[src/rtl/demux_sched_pkg.sv]
// demux_sched_pkg: shared constants and FSM state type for the demux round-robin scheduler.
package demux_sched_pkg;
    localparam int N_CH = 4;
    localparam int SEL_W = 2;
    typedef enum logic [1:0] {IDLE, GRANT, GAP} state_t;
endpackage

[src/rtl/demux_rr_sched_pick.sv]
// rr_pick4: combinational rotated-priority search starting one past the pointer.
module rr_pick4
    import demux_sched_pkg::*;
(
    input  logic [N_CH-1:0]  req,
    input  logic [SEL_W-1:0] ptr,
    output logic             any,
    output logic [SEL_W-1:0] idx
);
    logic [SEL_W-1:0] cand;
    // Walk from farthest to nearest so the nearest set bit after ptr is the last write.
    always_comb begin
        any = |req;
        idx = ptr;
        cand = ptr;
        for (int k = N_CH; k >= 1; k--) begin
            cand = ptr + SEL_W'(k);
            if (req[cand]) idx = cand;
        end
    end
endmodule

[src/rtl/demux_rr_sched.sv]
// demux_rr_sched: round-robin owner sequencing for the 1-to-4 demux with bounded dwell
// and a one-cycle break-before-make gap between owners.
module demux_rr_sched
    import demux_sched_pkg::*;
#(
    parameter int HOLD = 8,
    localparam int CNT_W = $clog2(HOLD + 1)
) (
    input  logic             clk,
    input  logic             rst_n,
    input  logic [N_CH-1:0]  req,
    output logic [SEL_W-1:0] sel,
    output logic             en,
    output logic [N_CH-1:0]  grant,
    output logic             busy
);
    state_t state, state_nx;
    logic [SEL_W-1:0] owner, owner_nx, ptr, ptr_nx, pick_idx;
    logic [CNT_W-1:0] cnt, cnt_nx;
    logic pick_any;

    rr_pick4 u_pick (
        .req (req),
        .ptr (ptr),
        .any (pick_any),
        .idx (pick_idx)
    );

    always_comb begin
        state_nx = state;
        owner_nx = owner;
        ptr_nx = ptr;
        cnt_nx = cnt;
        case (state)
            IDLE: begin
                state_nx = pick_any ? GRANT : IDLE;
                owner_nx = pick_any ? pick_idx : owner;
                cnt_nx = '0;
            end
            GRANT: begin
                if (!req[owner] || cnt == CNT_W'(HOLD - 1)) begin
                    state_nx = GAP;
                    ptr_nx = owner;
                end else begin
                    cnt_nx = cnt + 1'b1;
                end
            end
            GAP: begin
                state_nx = pick_any ? GRANT : IDLE;
                owner_nx = pick_any ? pick_idx : owner;
                cnt_nx = '0;
            end
            default: state_nx = IDLE;
        endcase
    end

    // Outputs are registered from next-state so they switch on the same edge as the FSM.
    always_ff @(posedge clk or negedge rst_n) begin
        if (!rst_n) begin
            state <= IDLE;
            owner <= '0;
            ptr <= 2'b11;
            cnt <= '0;
            sel <= '0;
            en <= 1'b0;
            grant <= '0;
            busy <= 1'b0;
        end else begin
            state <= state_nx;
            owner <= owner_nx;
            ptr <= ptr_nx;
            cnt <= cnt_nx;
            sel <= owner_nx;
            en <= state_nx == GRANT;
            grant <= state_nx == GRANT ? N_CH'(1) << owner_nx : '0;
            busy <= state_nx != IDLE;
        end
    end
endmodule
[config.mk]
export PLATFORM = sky130hd
export DESIGN_NAME = demux_rr_sched
export DESIGN_NICKNAME = d
export VERILOG_FILES = /design/src/rtl/demux_sched_pkg.sv /design/src/rtl/demux_rr_sched_pick.sv /design/src/rtl/demux_rr_sched.sv
export SDC_FILE = /design/constraint.sdc
export NUM_CORES = 1
export LEC_CHECK = 0
export BUFFER_PORTS_ARGS = -buffer_cell sky130_fd_sc_hd__buf_2
export CAP_MARGIN = 20
export CORE_MARGIN = 2
export CORE_UTILIZATION = 52
export DETAILED_ROUTE_END_ITERATION = 6
export PLACE_DENSITY_LB_ADDON = 0.12
export SLEW_MARGIN = 20
export SYNTH_ARGS = -nofsm -noshare
export SYNTH_HDL_FRONTEND = slang
export SYNTH_SLANG_ARGS = --single-unit
export TNS_END_PERCENT = 1
[constraint.sdc]
create_clock -name clk -period 2 [get_ports clk]
set_clock_uncertainty 0.1 [all_clocks]
set_input_delay 0.3 -clock clk [delete_from_list [all_inputs] [get_ports clk]]
set_output_delay 0.3 -clock clk [all_outputs]
set_load 0.02 [all_outputs]
Word-level counts from Yosys, hierarchy flattened --
Cells that the tools add are included.
Word-level totals: word-level logic and storage cells 49, output and inout port bits 8, input port bits 6, bits in registers 16
Operators by class: add/subtract/negate cells 4, muxes and demuxes 19, shifts and indexed selects 1, order comparisons 4, equal/unequal tests 5, reduce and logical (&&, ||, !) cells 9
Operator list (number):
- less-than comparator 2 x 3 -> 1 bit, second input constant | 4
- two-way mux 2 bit | 6
- binary-select mux 1 bit (select 2 bit) | 4
- two-way mux 4 bit | 2
- case mux 4 bit (2 select lines) | 1
- two-way mux 1 bit | 5
- adder 2 bit, second input constant | 2
- adder 4 x 1 -> 4 bit, second input constant | 1
- == test 2 x 1 -> 1 bit, second input constant | 2
- == test 4 x 3 -> 1 bit, second input constant | 1
- case mux 2 bit (2 select lines) | 1
- AND reduction 2 bit | 2
- nonzero test 2 bit | 2
- OR reduction 4 bit | 1
- left shift 1 x 2 -> 4 bit, first input constant | 1
- adder 2 x 1 -> 2 bit, second input constant | 1
- == test 2 bit, second input constant | 1
- zero test 2 bit | 1
- inequality test 2 bit, second input constant | 1
- OR reduction 2 bit | 1
- zero test 1 bit | 1
- logical OR 1 bit | 1

Depth between registers and ports, before layout --
Gate-level depths: netlist of the first run.
depth after elaboration 10, gate-level depth with buffers 5, gate-level depth less buffers 5

Modules after synthesis --
A second synthesis of the first run with hierarchy kept.
Second synthesis, totals: cell total of the unflattened synthesis 70, area, all modules 778.2 um^2
Modules (own cells, without submodules):
- demux_rr_sched | times used 1, seq. area each 402.9 um^2, cells each 56, area each 705.7 um^2
- rr_pick4 | times used 1, seq. area each 0.0 um^2, cells each 14, area each 72.6 um^2

Least setup slack after synthesis of the first run --
OpenSTA, ideal clock, no wires.
kind flip-flop to flip-flop, start point register owner[1], end point register ptr[0], setup slack 0.168 ns, library setup time 0.082 ns, data required time 1.818 ns, stages on the path, launching flop included 4, arrival 1.649 ns, cell sequence dfrtp_1 -> mux4_2 -> a21oi_2 -> mux2_2
On the way: longest elaborated chain between the ends 5
RTL lines:
- from (decl) | RTL line demux_rr_sched.sv:18 | logic [SEL_W-1:0] owner, owner_nx, ptr, ptr_nx, pick_idx;
- from (signal assigned) | RTL line demux_rr_sched.sv:70 | owner <= owner_nx;
- binary-select mux 1 bit (select 2 bit) | RTL line demux_rr_sched.sv:41 | if (!req[owner] || cnt == CNT_W'(HOLD - 1)) begin
- two-way mux 1 bit (implied by the code) | RTL line demux_rr_sched.sv:41
- zero test 1 bit | RTL line demux_rr_sched.sv:41
- logical OR 1 bit | RTL line demux_rr_sched.sv:41
- AND reduction 2 bit (no source line)
- to (signal assigned) | RTL line demux_rr_sched.sv:71 | ptr <= ptr_nx;
- to (decl) | RTL line demux_rr_sched.sv:18
Every way passes these cells. The select of a mux whose other input is x is not followed. A chain may end at the register's enable or synchronous reset.

Worst setup path after layout of the first run --
start point register owner[1], end point register ptr[1]
On the way: longest elaborated chain between the ends 5
RTL lines (RTL line):
- binary-select mux 1 bit (select 2 bit) | demux_rr_sched.sv:41
- two-way mux 1 bit (implied by the code) | demux_rr_sched.sv:41
- zero test 1 bit | demux_rr_sched.sv:41
- logical OR 1 bit | demux_rr_sched.sv:41
- AND reduction 2 bit (no source line)
Several ways; a longest one is shown, not always the timed one. The select of a mux whose other input is x is not followed.

==> results.yml, run 1 <==
timing:
  slew_headroom: 0.5907
  period_needed_ns: 1.835
  max_freq_mhz: 545.0
  slew_viol_final: 0
  whs_ns: 0.3248
  rsz0062_at_grt: "no"
  setup_viol: 0
  timing.final.crit_share: 0.9175
  setup_ws_ns: 0.1650
  tightest_slew_ns: 0.6084
  hold_violations: 0
  finalSetupTns_ns: 0
drt:
  wl_um: 1383
  drt_pass1_iterations: 4
  ant_nets: 0
  first_iter_violations: 7
  avgViaCountPerCell: 5.730
  drc: 0
  vias: 573
  routedWlPerCell_um: 13.83
yosys:
  yosysSeqAreaShare: 0.5169
  synthArstFlopShare: 1.000
  synth_nets: 75
  synthFlopType: "dfrtp_1"
  synth_area_leaders: "dfrtp_1 (45%), dfstp_2 (6.7%), mux2_2 (4.3%)"
  syn_avg_cell_area_um2: 11.46
  ys_seq_elements: 16
  yosysMostFrequentCell: "dfrtp_1"
  synth_cells: 68
  yosys.cell_types.count: 35
  yosys-top-cells-count: "dfrtp_1 (14), nand2b_1 (4)"
  synth_edf_count: 0
  synth.largest_area_cell: "dfrtp_1"
  yosysTopAreaCellShare: 0.4494
  synth_warnings: 0
  synth_area_um2: 779.5
clocking:
  tritoncts: "built"
  clockBufferDepth: 2
  clock_latency_ns: 0.28
  cts_root_buf: "clkbuf_4"
  clock-sinks: 16
  holdBufCountCts: 1
  cts_made_buffers: 3
  cts.clk_slew.worst_paths_ns: 0.09
  post_cts_resized: 0
  cts_setup_buffers: 0
  cts_max_level: 1
worst_setup_path:
  cp_max_fo: 6
  reg2reg_depth: 3
  cp_slowest_stage_delay_ns: 0.62
  critPathCapture: "ptr[1]"
  worstPathRequired_ns: 2.11
  crit_family: "multiplexers"
  r2r-start: "owner[1]"
  r2r_slack_ns: 0.17
  r2r-end: "ptr[1]"
  worstPathArrival_ns: 1.95
  endpoint_kind: "register"
  cpMaxStageDelayCell: "mux4_2"
  cp-start-kind: "register"
  path_class: "register to register"
  crit_cells: 3
  path_cells: "mux4_2 > a21oi_2 > mux2_2"
  startpoint: "owner[1]"
  cp_num_buf_inv: 0
floorplan:
  dieWidth_um: 42.72
  rows: 13
  die_area_mm2: 0.001825
  core_area_mm2: 0.001350
  start_util: 0.5774
  dieHeight_um: 42.72
  ios: 14
power_and_ir_drop:
  p_sw_frac: 0.3891
  power_density_mw_per_mm2: 1557
  internal_power_mw: 0.8617
  total_power_mw: 1.410
  peakVddDrop_mv: 0.9030
  p_switching_mw: 0.5488
  p_leak_nw: 0.4258
  clkPwrFrac: 0.147
  comb_power_share: 0.439
  pwr-share-seq: 0.413
global_route:
  grt_pass1_vias: 562
  grt_usage: 0.1644
  grt_pass1_wl_um: 2270
  grt_use_met2: 0.2758
  antenna_found_initial: 0
  grt_max_degree: 17
  grt_overflow: 0
  grt.met3_usage: 0.02553
  busiest_layer: "met2"
  grt_util_met1: 0.2067
layout:
  instances_no_fill: 100
  nets: 93
  drive_above_1_share: 0.3176
  fin_util: 0.6710
  multi_input_area_um2: 365.4
  regArea_um2: 402.9
  num_antenna_cells: 0
  fillers: 119
  syn_to_final_growth_pct: 16.21
  stdcell_area_um2: 905.9
placement:
  place_inst: 95
  numPortBuffers: 13
  dpl_worst_slack_ns: 0.1357
  place_congestion: 0.8309
  place_hpwl_um: 1051
  placed_area_um2: 859.6
flow_run:
  maxCapViolCount: 0
min_path:
  min_path_type: "primary input to register"
  worstHoldStart: "req[2]"
status:
  outcome: "completed"
## final cells by class
type,count,area share
well taps,15,0.02072
repair buffers,14,0.08287
inverters,2,0.008287
clock buffers,4,0.04006
multi-input cells,49,0.4033
flip-flops and latches,16,0.4448
## worst min-delay path: cells and delay by family
family | cells | cell delay, ns
AOI/OAI and AO/OA | 2 | 0.24
buffers and inverters | 1 | 0.13
## cell usage in the layout, fill, tap and decap left out, types with 2 or more instances in the layout
cell | synthesis | routed
and2_1 | 2 | 2
buf_2 | 0 | 13
a21o_1 | 3 | 3
mux2_2 | 3 | 3
nand3_1 | 3 | 3
inv_1 | 2 | 2
clkbuf_4 | 0 | 3
dfstp_2 | 2 | 2
dfrtp_1 | 14 | 14
nand2b_1 | 4 | 4
nand2_1 | 3 | 3
a21oi_1 | 3 | 3
o21ai_0 | 3 | 3
nor2_1 | 3 | 3
## state kept, by name, indices dropped and copies added, names as in the netlist
signal and flops:
cnt 4, grant 4, owner 2, ptr 2, state 2, busy 1, en 1
## worst min-delay path by stage
stage / slack [ns] / depth (start not counted) / to
global route: 0.34 / 3 / busy
detailed placement: 0.13 / 1 / cnt[2]
finish: 0.32 / 3 / owner[0]
global placement: 0.13 / 1 / cnt[2]
CTS: 0.31 / 3 / owner[0]
floorplan: -0.1 / 0 / busy
## cell families after synthesis
logic type      Yosys count  share of synthesized area
simple gates             24                     0.1926
compound gates           17                     0.1525
flops                    16                     0.5169
mux                       5                    0.08507
buf+inv                   3                    0.01445
xor+xnor                  2                    0.02248
fa+ha+maj                 1                    0.01605
## layer usage
metal  routed length [um]  up-vias
li1                     -      282
met5                    0        -
met1                  669      277
met2                  666       12
met3                   40        2
met4                    6        0
## power by group through the flow
stage	registers [mW]	clock network (mW)	logic [mW]
6_report	0.583	0.208	0.620
5_1_grt	0.604	0.221	0.679
4_1_cts	0.584	0.214	0.626
3_5_place_dp	0.588	0	0.623
3_3_place_gp	0.586	0	0.616
2_1_floorplan	0.636	0	0.405
Power figures use the tool's default switching activity.
==> run 2, diff against run 1 <==
clock period = 2.09 ns   (was 2 ns; I/O delays follow)
==> run 2 against run 1 <==
Net effect: hold slack better by 0.0087 ns; clock power is 6% lower; non-clock buffer count is the same; critical path type unchanged.
==> results.yml, run 2 (synthesis results as in run 1) <==
layout:
  top_regs: "cnt x4, grant x4"
  nets: 93
  fin_util: 0.6710
  syn_to_final_growth_pct: 16.21
  drive_above_1_share: 0.3176
  instances_no_fill: 100
  num_antenna_cells: 0
  mostFrequentLayoutCells: "dfrtp_1 (14), buf_2 (13), nand2b_1 (4)"
  layout_commonest_cell: "dfrtp_1"
drt:
  first_iter_violations: 6
  avgViaCountPerCell: 5.710
  routedWlPerCell_um: 13.76
  drt_pass1_iterations: 4
  drc: 0
  ant_nets: 0
  wl_um: 1376
  vias: 571
global_route:
  grt_overflow: 0
  grt_util_met1: 0.2576
  grt_usage: 0.1891
  grt_max_degree: 17
  grt.met3_usage: 0.02553
  grt_use_met2: 0.3121
  grt_pass1_wl_um: 2622
  grt_pass1_vias: 574
  antenna_found_initial: 0
  busiest_layer: "met2"
worst_setup_path:
  endpoint_kind: "register"
  cp_num_buf_inv: 0
  r2r_slack_ns: 0.29
  cp_slowest_stage_delay_ns: 0.61
  cpMaxStageDelayCell: "mux4_2"
  path_class: "register to register"
  cp-start-kind: "register"
  reg2reg_depth: 3
  r2r-end: "ptr[1]"
  r2r-start: "owner[1]"
  crit_family: "multiplexers"
  path_cells: "mux4_2 > a21oi_2 > mux2_2"
  worstPathArrival_ns: 1.91
  cp_max_fo: 6
  worstPathRequired_ns: 2.20
placement:
  place_congestion: 0.7357
  place_inst: 95
  numPortBuffers: 13
  place_hpwl_um: 1062
  dpl_worst_slack_ns: 0.1854
floorplan:
  die_area_mm2: 0.001825
  core_area_mm2: 0.001350
  rows: 13
  dieHeight_um: 42.72
  start_util: 0.5774
  dieWidth_um: 42.72
  ios: 14
timing:
  hold_violations: 0
  whs_ns: 0.3334
  setup_viol: 0
  tightest_slew_ns: 0.5630
  finalSetupTns_ns: 0
  period_needed_ns: 1.802
  slew_headroom: 0.6187
  max_freq_mhz: 554.8
  setup_ws_ns: 0.2876
  rsz0062_at_grt: "no"
  timing.final.crit_share: 0.8624
  slew_viol_final: 0
clocking:
  post_cts_resized: 0
  clock-sinks: 16
  tritoncts: "built"
  cts_root_buf: "clkbuf_4"
  clock_latency_ns: 0.27
  cts_max_level: 1
  clockBufferDepth: 2
  cts_made_buffers: 3
  cts.clk_slew.worst_paths_ns: 0.09
power_and_ir_drop:
  peakVddDrop_mv: 0.6973
  power_density_mw_per_mm2: 1480
  p_leak_nw: 0.4258
flow_run:
  maxCapViolCount: 0
min_path:
  min_path_type: "primary input to register"
  min_to: "busy"
  hold_depth: 3
  worstHoldStart: "req[0]"
status:
  outcome: "completed"
## run 2: cell counts in the layout (fill, tap and decap cells not counted)
Identical to the previous run, type by type.
## run 2: how the worst max path moves through the flow
stage                        start  endpoint  cells after the start
final                     owner[1]    ptr[1]                      3
after global routing      owner[1]    ptr[0]                      3
after CTS                 owner[1]    ptr[0]                      3
after detailed placement    req[1]  grant[2]                      5
after global placement      req[1]  grant[2]                      5
after floorplan           owner[1]    ptr[0]                      3
## run 2: cell type report
type	count	area (um2)
Inverter	2	7.507
Clock buffer	4	36.28
Sequential cell	16	402.9
Timing Repair Buffer	14	75.07
Fill cell	116	444.2
Tap cell	15	18.77
Multi-Input combinational cell	49	365.4
## run 2: where the power goes
part / switching, mW / leakage [nW] / internal [mW] / total [mW]
clock network: 0.0895 / 0.0210 / 0.106 / 0.195
logic: 0.318 / 0.208 / 0.272 / 0.589
registers: 0.109 / 0.197 / 0.447 / 0.556
## run 2: what timing repair did
item | CTS | global route
buffers inserted | 0 | 0
hold buffers | 1 | 0
endpoints found under the hold margin | 14 | 0
## run 2: through the flow
step / cell area (um2) / power, mW
after floorplan: 779.5 / 0.9959
after detailed placement: 859.6 / 1.159
after global routing: 905.9 / 1.451
final: 905.9 / 1.341
after CTS: 905.9 / 1.356
after global placement: 859.6 / 1.142
## run 2: per-layer routing
layer  part of all wire  routed length (um)
met2               0.51                 699
met4             0.0044                   6
met3              0.038                  52
met1               0.45                 617
met5                  0                   0
## run 2: worst register-to-register path: stages (launching register included)
cell and delay (ns):
dfrtp_1 0.45, mux4_2 0.62, a21oi_2 0.22, mux2_2 0.35
